<file path="config.mk">
export PLATFORM = sky130hd
export DESIGN_NAME = perf_monitor_unit
export DESIGN_NICKNAME = d
export VERILOG_FILES = /design/src/rtl/perf_monitor_unit.sv
export SDC_FILE = /design/constraint.sdc
export NUM_CORES = 1
export LEC_CHECK = 0
export CAP_MARGIN = 20
export CELL_PAD_IN_SITES_DETAIL_PLACEMENT = 0
export CELL_PAD_IN_SITES_GLOBAL_PLACEMENT = 1
export CORE_ASPECT_RATIO = 1.1
export CORE_MARGIN = 3
export CORE_UTILIZATION = 50
export CTS_CLUSTER_DIAMETER = 30
export DETAILED_ROUTE_END_ITERATION = 10
export PLACE_DENSITY_LB_ADDON = 0.1
export SLEW_MARGIN = 25
export SYNTH_ARGS = -nofsm -noshare
export SYNTH_HDL_FRONTEND = slang
export SYNTH_SLANG_ARGS = --single-unit
</file>
<file path="constraint.sdc">
create_clock -name clk -period 51.4 [get_ports clk]
set_clock_uncertainty 0.15 [all_clocks]
set_input_delay 10.28 -clock clk [delete_from_list [all_inputs] [get_ports clk]]
set_output_delay 10.28 -clock clk [all_outputs]
set_load 0.05 [all_outputs]
</file>
<file path="src/rtl/perf_monitor_unit.sv">
// Performance monitor: event/cycle counters, snapshot readout, halt-driven drain.
// Define PMU_WRAP_EN to make counters wrap instead of saturating.
module perf_monitor_unit #(
    parameter int NUM_EVENTS = 6,
    parameter int CNT_W      = 32,
    parameter int PIPE_DEPTH = 5,
    localparam int SEL_W     = $clog2(NUM_EVENTS + 1)
) (
    input  logic                  clk,
    input  logic                  rst,
    input  logic                  start,
    input  logic                  clear,
    input  logic [NUM_EVENTS-1:0] event_in,
    input  logic                  halt_seen,
    input  logic                  snap_req,
    output logic                  snap_valid,
    input  logic                  rd_ack,
    input  logic [SEL_W-1:0]      rd_sel,
    output logic [CNT_W-1:0]      rd_data,
    output logic                  rd_ovf,
    output logic [1:0]            state,
    output logic                  done
);

    localparam int NC = NUM_EVENTS + 1;
    localparam int DW = (PIPE_DEPTH > 1) ? $clog2(PIPE_DEPTH) : 1;

    typedef enum logic [1:0] {
        S_IDLE  = 2'b00,
        S_COUNT = 2'b01,
        S_DRAIN = 2'b10,
        S_DONE  = 2'b11
    } state_t;

    state_t           r_state;
    state_t           w_state_nxt;
    logic [DW-1:0]    r_drain;
    logic [DW-1:0]    w_drain_nxt;
    logic             w_enter_done;
    logic             w_counting;
    logic             r_snap_valid;

    logic [CNT_W-1:0] r_cnt     [NC];
    logic [CNT_W-1:0] w_cnt_nxt [NC];
    logic [CNT_W-1:0] r_shd     [NC];
    logic [NC-1:0]    r_ovf;
    logic [NC-1:0]    w_ovf_nxt;
    logic [NC-1:0]    r_shd_ovf;
    logic [NC-1:0]    w_evt;

    // Top bit is the cycle counter, which "sees" an event every cycle.
    assign w_evt      = {1'b1, event_in};
    assign w_counting = (r_state == S_COUNT) || (r_state == S_DRAIN);

    always_comb begin
        for (int i = 0; i < NC; i++) begin
            w_cnt_nxt[i] = r_cnt[i];
            w_ovf_nxt[i] = r_ovf[i];
            if (w_counting && w_evt[i]) begin
                if (&r_cnt[i]) begin
                    w_ovf_nxt[i] = 1'b1;
`ifdef PMU_WRAP_EN
                    w_cnt_nxt[i] = '0;
`else
                    w_cnt_nxt[i] = r_cnt[i];
`endif
                end else begin
                    w_cnt_nxt[i] = r_cnt[i] + 1'b1;
                end
            end
        end
    end

    always_comb begin
        w_state_nxt  = r_state;
        w_drain_nxt  = r_drain;
        w_enter_done = 1'b0;
        if (clear) begin
            if (r_state == S_DONE) w_state_nxt = S_IDLE;
        end else begin
            unique case (r_state)
                S_IDLE: begin
                    if (start) w_state_nxt = S_COUNT;
                end
                S_COUNT: begin
                    if (halt_seen) begin
                        w_state_nxt = S_DRAIN;
                        w_drain_nxt = DW'(PIPE_DEPTH - 1);
                    end
                end
                S_DRAIN: begin
                    if (r_drain == '0) begin
                        w_state_nxt  = S_DONE;
                        w_enter_done = 1'b1;
                    end else begin
                        w_drain_nxt = r_drain - 1'b1;
                    end
                end
                S_DONE: begin
                end
            endcase
        end
    end

    always_ff @(posedge clk or posedge rst) begin
        if (rst) begin
            r_state      <= S_IDLE;
            r_drain      <= '0;
            r_snap_valid <= 1'b0;
            r_ovf        <= '0;
            r_shd_ovf    <= '0;
            for (int i = 0; i < NC; i++) begin
                r_cnt[i] <= '0;
                r_shd[i] <= '0;
            end
        end else begin
            r_state <= w_state_nxt;
            r_drain <= w_drain_nxt;
            if (clear) begin
                r_snap_valid <= 1'b0;
                r_ovf        <= '0;
                r_shd_ovf    <= '0;
                for (int i = 0; i < NC; i++) begin
                    r_cnt[i] <= '0;
                    r_shd[i] <= '0;
                end
            end else begin
                r_ovf <= w_ovf_nxt;
                for (int i = 0; i < NC; i++) r_cnt[i] <= w_cnt_nxt[i];
                // Auto-snapshot on DONE entry captures the final, frozen values.
                if (rd_ack) begin
                    r_snap_valid <= 1'b0;
                end else if (!r_snap_valid && w_enter_done) begin
                    r_snap_valid <= 1'b1;
                    r_shd_ovf    <= w_ovf_nxt;
                    for (int i = 0; i < NC; i++) r_shd[i] <= w_cnt_nxt[i];
                end else if (!r_snap_valid && snap_req) begin
                    r_snap_valid <= 1'b1;
                    r_shd_ovf    <= r_ovf;
                    for (int i = 0; i < NC; i++) r_shd[i] <= r_cnt[i];
                end
            end
        end
    end

    always_comb begin
        rd_data = '0;
        rd_ovf  = 1'b0;
        for (int i = 0; i < NC; i++) begin
            if (rd_sel == SEL_W'(i)) begin
                rd_data = r_shd[i];
                rd_ovf  = r_shd_ovf[i];
            end
        end
    end

    assign snap_valid = r_snap_valid;
    assign state      = r_state;
    assign done       = (r_state == S_DONE);

endmodule

</file>
==> impl_metrics.py, run 1 <==
metrics = {
    "run_status": {
        "outcome": "complete, no violations",
    },
    "detailed_routing": {
        "dr.pass1.iters": 6,
        "vias_per_cell": 6.76,
        "route.detailed.drc": 0,
        "dr.first_iter.drc_count": 2691,
        "finalWirelength_microns": 102000,
        "route.vias.total": 26800,
        "avgRoutedWirePerCell_microns": 25.6,
        "ant_nets": 0,
    },
    "logic_synthesis": {
        "ys_types": 81,
        "synth_mux_area_frac": 0.0195,
        "ys_warn_count": 0,
        "synthesis.nets": 3247,
        "synthSimpleGateAreaFrac": 0.229,
        "netlist_instances": 3218,
        "synth_area_sq_um": 28100,
        "synthAdderAreaFrac": 0.00578,
        "ys_ff_latch": 468,
        "synth_edf_count": 0,
        "synth_xor_area_frac": 0.0364,
        "synthFlopType": "dfrtp_1",
        "ys_seq_area_frac": 0.416,
        "synth_async_sr_flop_share": 1.00,
        "synth.avg_cell_area_sq_um": 8.75,
        "synth_top_family_by_area": "compound AO/OA/AOI/OAI gates",
        "synth_compound_area_frac": 0.245,
    },
    "worst_setup_path": {
        "r2r-start": "state[0]",
        "cp_common_cell": "clkdlybuf4s50_1",
        "start_kind": "primary input",
        "reg2reg_depth": 8,
        "critical_path_class": "primary input to output pin",
        "rrSetupSlack_ps": 47490,
        "slowest_stage": "and2_1",
        "reg2reg_to": "r_cnt[94]",
        "crit_path_max_fanout": 27,
        "crit_arrival_ps": 13810,
        "cp.required_ps": 40970,
        "worst_setup_path_end_kind": "output pin",
        "cp_cell_sequence": "clkdlybuf4s50_1 -> buf_4 -> nor2b_1 -> and2_1 -> a22oi_1 -> o221ai_1 -> clkdlybuf4s50_1",
        "max_stage_delay_ps": 890,
    },
    "floorplan": {
        "ios": 53,
        "start_util": 0.509,
        "die_h_microns": 255,
        "core-area_sq_um": 55300,
        "rows": 90,
        "fp.dieW_microns": 232,
        "die_area_sq_um": 59200,
    },
    "global_route": {
        "grt_max_degree": 200,
        "antenna_found_initial": 6,
        "grt_pass1_vias": 24700,
        "gr-total-overflow": 0,
        "grt_pass1_wl_microns": 155000,
        "grt_use_total": 0.339,
    },
    "power": {
        "powerDensity_nw_per_um2": 41.6,
        "total_power_mw": 1.36,
        "ir_drop_uv": 32.5,
        "power_leakage_nw": 12.0,
    },
    "cts": {
        "clk_pin_slew_ps": 40,
        "cts_inserted_buffers": 113,
        "h-tree-depth": 3,
        "root_buffer": "clkbuf_16",
        "hold_buffers": 0,
        "cts_setup_buffers": 0,
        "clkSinkCount": 468,
        "clock_latency_ps": 660,
        "cts_tree": "done",
        "cts_buffer_depth": 3,
        "ctsResizeCount": 0,
    },
    "min_path": {
        "hold_path_class": "flip-flop to flip-flop",
        "hold_depth": 1,
        "worstHoldStart": "r_drain[1]",
        "hold_end": "r_drain[1]",
    },
    "timing": {
        "whs_ps": 347,
        "finalSetupViolCount": 0,
        "finalCritPeriodShare": 0.472,
        "slew_headroom": 0.282,
        "max_freq_mhz": 41.3,
        "grt_setup_unrepaired": "false",
        "worstMarginPinSlew_ps": 1080,
        "hold_viol": 0,
        "setup_tns_ps": 0,
        "finalMaxSlewViolations": 0,
        "fin_crit_ps": 24240,
    },
    "layout": {
        "drive_gt1_frac": 0.0963,
        "mostFrequentLayoutCells": "468 x dfrtp_1, 378 x o21ai_0, 239 x a21oi_1",
        "fin_nets": 3160,
        "layout_commonest_cell": "dfrtp_1",
        "area_delta_synth_final_pct": 16.5,
    },
    "placement": {
        "port_buffers": 52,
        "gp_congestion": 0.958,
        "dp_hpwl_microns": 69400,
    },
    "flow_run": {
        "maxCapViolations": 0,
    },
}
-- registers in the layout, indices dropped and copies added (netlist names) --
signal	cells
r_ovf	7
r_shd	224
r_drain	3
snap_valid	1
state	2
r_shd_ovf	7
r_cnt	224
-- logic make-up (layout without fill, tap and decap cells) --
family,count (synthesis),in the layout
DFF,468,468
and+or+nand+nor,1140,1140
muxes,54,54
other,0,1
buffers and inverters,318,329
adders and majority gates,13,13
xor gates and xnor gates,117,117
AOI/OAI and AO/OA,1108,1108
-- layout make-up --
class                           instances  area (sq um)
Antenna cell                            1          2.50
Clock buffer                          154          3250
Clock inverter                         59           792
Fill cell                            4923         22500
Inverter                               29           121
Multi-Input combinational cell       2432         15200
Sequential cell                       468         11700
Tap cell                              736           921
Timing Repair Buffer                   87           835
-- worst max path at each step --
| stage | start | slack, ps | cells past startpoint | to |
|---|---|---|---|---|
| final | rd_sel[2] | 27160 | 7 | rd_data[30] |
| after global routing | rd_sel[0] | 26990 | 6 | rd_data[14] |
| after CTS | rd_sel[0] | 27020 | 6 | rd_data[30] |
| after detailed placement | rd_sel[0] | 27010 | 6 | rd_data[30] |
| after global placement | rd_sel[0] | 27020 | 6 | rd_data[30] |
| after floorplan | rst | 27920 | 1 | r_cnt[0] |
-- Yosys cell counts (16+ instances only) --
master    instances  share of area
a21oi_1         239          0.042
a22oi_1          29         0.0077
or2_2            16         0.0036
o21ai_0         379          0.067
a311oi_1         16         0.0050
xor2_1           41          0.013
or4_1           137          0.037
inv_1            28         0.0037
nand2_1         226          0.030
o31ai_1         130          0.035
nor2_1          141          0.019
or3_1           160          0.036
nand3_1         119          0.021
mux2i_1          48          0.017
nand4_1         114          0.025
a211oi_1         23         0.0061
and2_1           29         0.0064
and3_1           43         0.0096
nor3_1           36         0.0064
and4_1           36          0.011
xnor2_1          76          0.024
a31oi_1         139          0.031
dfrtp_1         468           0.42
nor4_1           35         0.0078
buf_2            42         0.0075
clkbuf_1        206          0.027
a221oi_1         27         0.0084
-- per-layer routing --
layer	vias to the layer above	track usage	part of all wire
li1	12300	-	-
met1	13300	0.462	0.43
met2	1034	0.518	0.45
met3	216	0.0738	0.077
met4	6	0.160	0.048
met5	-	0	0.00038
-- per-stage QoR --
stage               setup slack (ps)   util  instances  area, sq um
floorplan                      27920      -       3218        28100
global placement               27020  0.519       3751        28700
global route                   26990  0.593       3965        32800
detailed placement             27010  0.519       3752        28700
finish                         27160  0.593       3966        32800
CTS                            27020  0.593       3965        32800
-- critical path, delay by kind of cell --
family          cells  cell delay [ps]
simple gates        2             1460
compound gates      2              360
buf+inv             3             1670
-- where the power goes --
group	internal, mW	switching (mW)
Combinational	0.0475	0.139
Clock	0.523	0.227
Sequential	0.392	0.0355
(Power assumes the default switching activity.)
==> inputs of run 2 (changes only) <==
--- a/config.mk
+++ b/config.mk
@@ -10,7 +10,7 @@
 export CELL_PAD_IN_SITES_GLOBAL_PLACEMENT = 1
 export CORE_ASPECT_RATIO = 1.1
 export CORE_MARGIN = 3
-export CORE_UTILIZATION = 50
+export CORE_UTILIZATION = 44
 export CTS_CLUSTER_DIAMETER = 30
 export DETAILED_ROUTE_END_ITERATION = 10
 export PLACE_DENSITY_LB_ADDON = 0.1
==> constraint.sdc (replaced) <==
create_clock -name clk -period 20.8 [get_ports clk]
set_clock_uncertainty 0.15 [all_clocks]
set_input_delay 4.16 -clock clk [delete_from_list [all_inputs] [get_ports clk]]
set_output_delay 4.16 -clock clk [all_outputs]
set_load 0.05 [all_outputs]
==> impl_metrics.py, run 2 (synthesis results as in run 1) <==
metrics = {
    "cts": {
        "ctsResizeCount": 0,
        "h-tree-depth": 3,
        "cts_tree": "done",
        "clock_latency_ps": 660,
        "hold_buffers": 0,
        "cts_inserted_buffers": 121,
        "clkSinkCount": 468,
        "clk_pin_slew_ps": 50,
        "root_buffer": "clkbuf_16",
        "cts_buffer_depth": 3,
        "cts_setup_buffers": 0,
    },
    "floorplan": {
        "fp.dieW_microns": 247,
        "die_h_microns": 271,
        "die_area_sq_um": 67100,
        "core-area_sq_um": 62800,
        "start_util": 0.448,
        "ios": 53,
        "rows": 96,
    },
    "run_status": {
        "outcome": "complete, no violations",
    },
    "worst_setup_path": {
        "crit_path_max_fanout": 26,
        "worst_setup_path_end_kind": "output pin",
        "crit_arrival_ps": 7640,
        "cp.required_ps": 16490,
        "critical_path_class": "primary input to output pin",
        "start_kind": "primary input",
    },
    "power": {
        "power_leakage_nw": 12.1,
        "total_power_mw": 3.49,
        "p_int_mw": 2.46,
        "p_switching_mw": 1.03,
        "switching_share": 0.295,
        "power_frac_seq": 0.305,
        "pwr-share-clk": 0.562,
        "powerDensity_nw_per_um2": 105,
        "combPwrFrac": 0.133,
        "ir_drop_uv": 73.4,
    },
    "layout": {
        "reg.largest.list": "r_cnt: 224 flops, r_shd: 224 flops",
        "mostFrequentLayoutCells": "468 x dfrtp_1, 378 x o21ai_0, 239 x a21oi_1",
        "drive_gt1_frac": 0.102,
        "area_delta_synth_final_pct": 18.0,
        "fin_nets": 3174,
        "utilization": 0.529,
        "design_area_sq_um": 33200,
        "layout_commonest_cell": "dfrtp_1",
    },
    "global_route": {
        "grt_use_total": 0.313,
        "grt_max_degree": 124,
        "grt_pass1_wl_microns": 161000,
        "gr-total-overflow": 0,
        "grt_pass1_vias": 25000,
        "antenna_found_initial": 5,
    },
    "timing": {
        "finalMaxSlewViolations": 0,
        "fin_crit_ps": 11950,
        "finalCritPeriodShare": 0.575,
        "finalSetupViolCount": 0,
        "grt_setup_unrepaired": "false",
        "setup_tns_ps": 0,
        "hold_viol": 0,
        "max_freq_mhz": 83.7,
        "slew_headroom": 0.272,
        "worstMarginPinSlew_ps": 1090,
    },
    "placement": {
        "port_buffers": 52,
        "gp_congestion": 0.938,
        "dpl-instance-area_sq_um": 28800,
        "dp_hpwl_microns": 73800,
    },
    "detailed_routing": {
        "ant_nets": 0,
        "dr.first_iter.drc_count": 2611,
        "route.vias.total": 26900,
        "vias_per_cell": 6.58,
        "route.detailed.drc": 0,
        "avgRoutedWirePerCell_microns": 25.9,
        "dr.pass1.iters": 5,
        "finalWirelength_microns": 106000,
    },
    "min_path": {
        "hold_path_class": "flip-flop to flip-flop",
    },
    "flow_run": {
        "maxCapViolations": 0,
    },
}
==> run 2: cell types whose count changed in the layout (fill, tap and decap cells not counted), sizes merged <==
| cell | delta |
|---|---|
| buf | +7 |
| diode | +1 |
| clkbuf | +6 |
| bufinv | +1 |
| clkinv | +7 |
| clkdlybuf4s50 | -1 |
==> run 2: metal layers <==
layer / global-route usage / wire [microns] / part of all wire
met1: 0.429 / 46000 / 0.44
met2: 0.480 / 47800 / 0.45
met5: 0 / 29 / 0.00027
met4: 0.124 / 4320 / 0.041
met3: 0.0686 / 7500 / 0.071
==> run 2: path summary, 6_finish.rpt <==
kind	from	endpoint	slack, ps	depth (start not counted)
max in group asynchronous	rst	r_shd[97]	13640	5
min	r_drain[1]	r_drain[1]	340	1
min in group asynchronous	rst	r_cnt[12]	3930	2
max reg2reg	state[1]	r_cnt[94]	16850	8
max	rd_sel[0]	rd_data[19]	8850	6
min reg2reg	r_drain[1]	r_drain[1]	340	1
==> run 2: through the flow <==
| stage | setup WS (ps) | hold slack [ps] | cells |
|---|---|---|---|
| 6_report | 8850 | 343 | 4084 |
| 5_1_grt | 8740 | 353 | 4082 |
| 4_1_cts | 8550 | 343 | 4082 |
| 3_5_place_dp | 8550 | 330 | 3855 |
| 3_3_place_gp | 8650 | 323 | 3853 |
| 2_1_floorplan | 3440 | 298 | 3218 |
==> run 2: critical path, stage by stage <==
cell and delay, ps:
clkdlybuf4s50_1 850, nand2_1 850, o21ai_0 200, a221oi_1 680, nand2_1 130, clkdlybuf4s50_1 750
==> run 2: power by group through the flow <==
stage	Combinational (mW)	Clock (mW)	Sequential (mW)
global route	0.506	2.04	1.06
floorplan	0.315	0	1.02
detailed placement	0.460	0	1.07
finish	0.464	1.96	1.06
global placement	0.446	0	1.07
CTS	0.462	1.98	1.06
==> run 2: final cells by class <==
type,instances,area (sq um)
Fill cell,5878,29600
Multi-Input combinational cell,2432,15200
Sequential cell,468,11700
Clock buffer,160,3430
Tap cell,833,1040
Clock inverter,67,922
Timing Repair Buffer,93,826
Inverter,29,121
Antenna cell,2,5.00
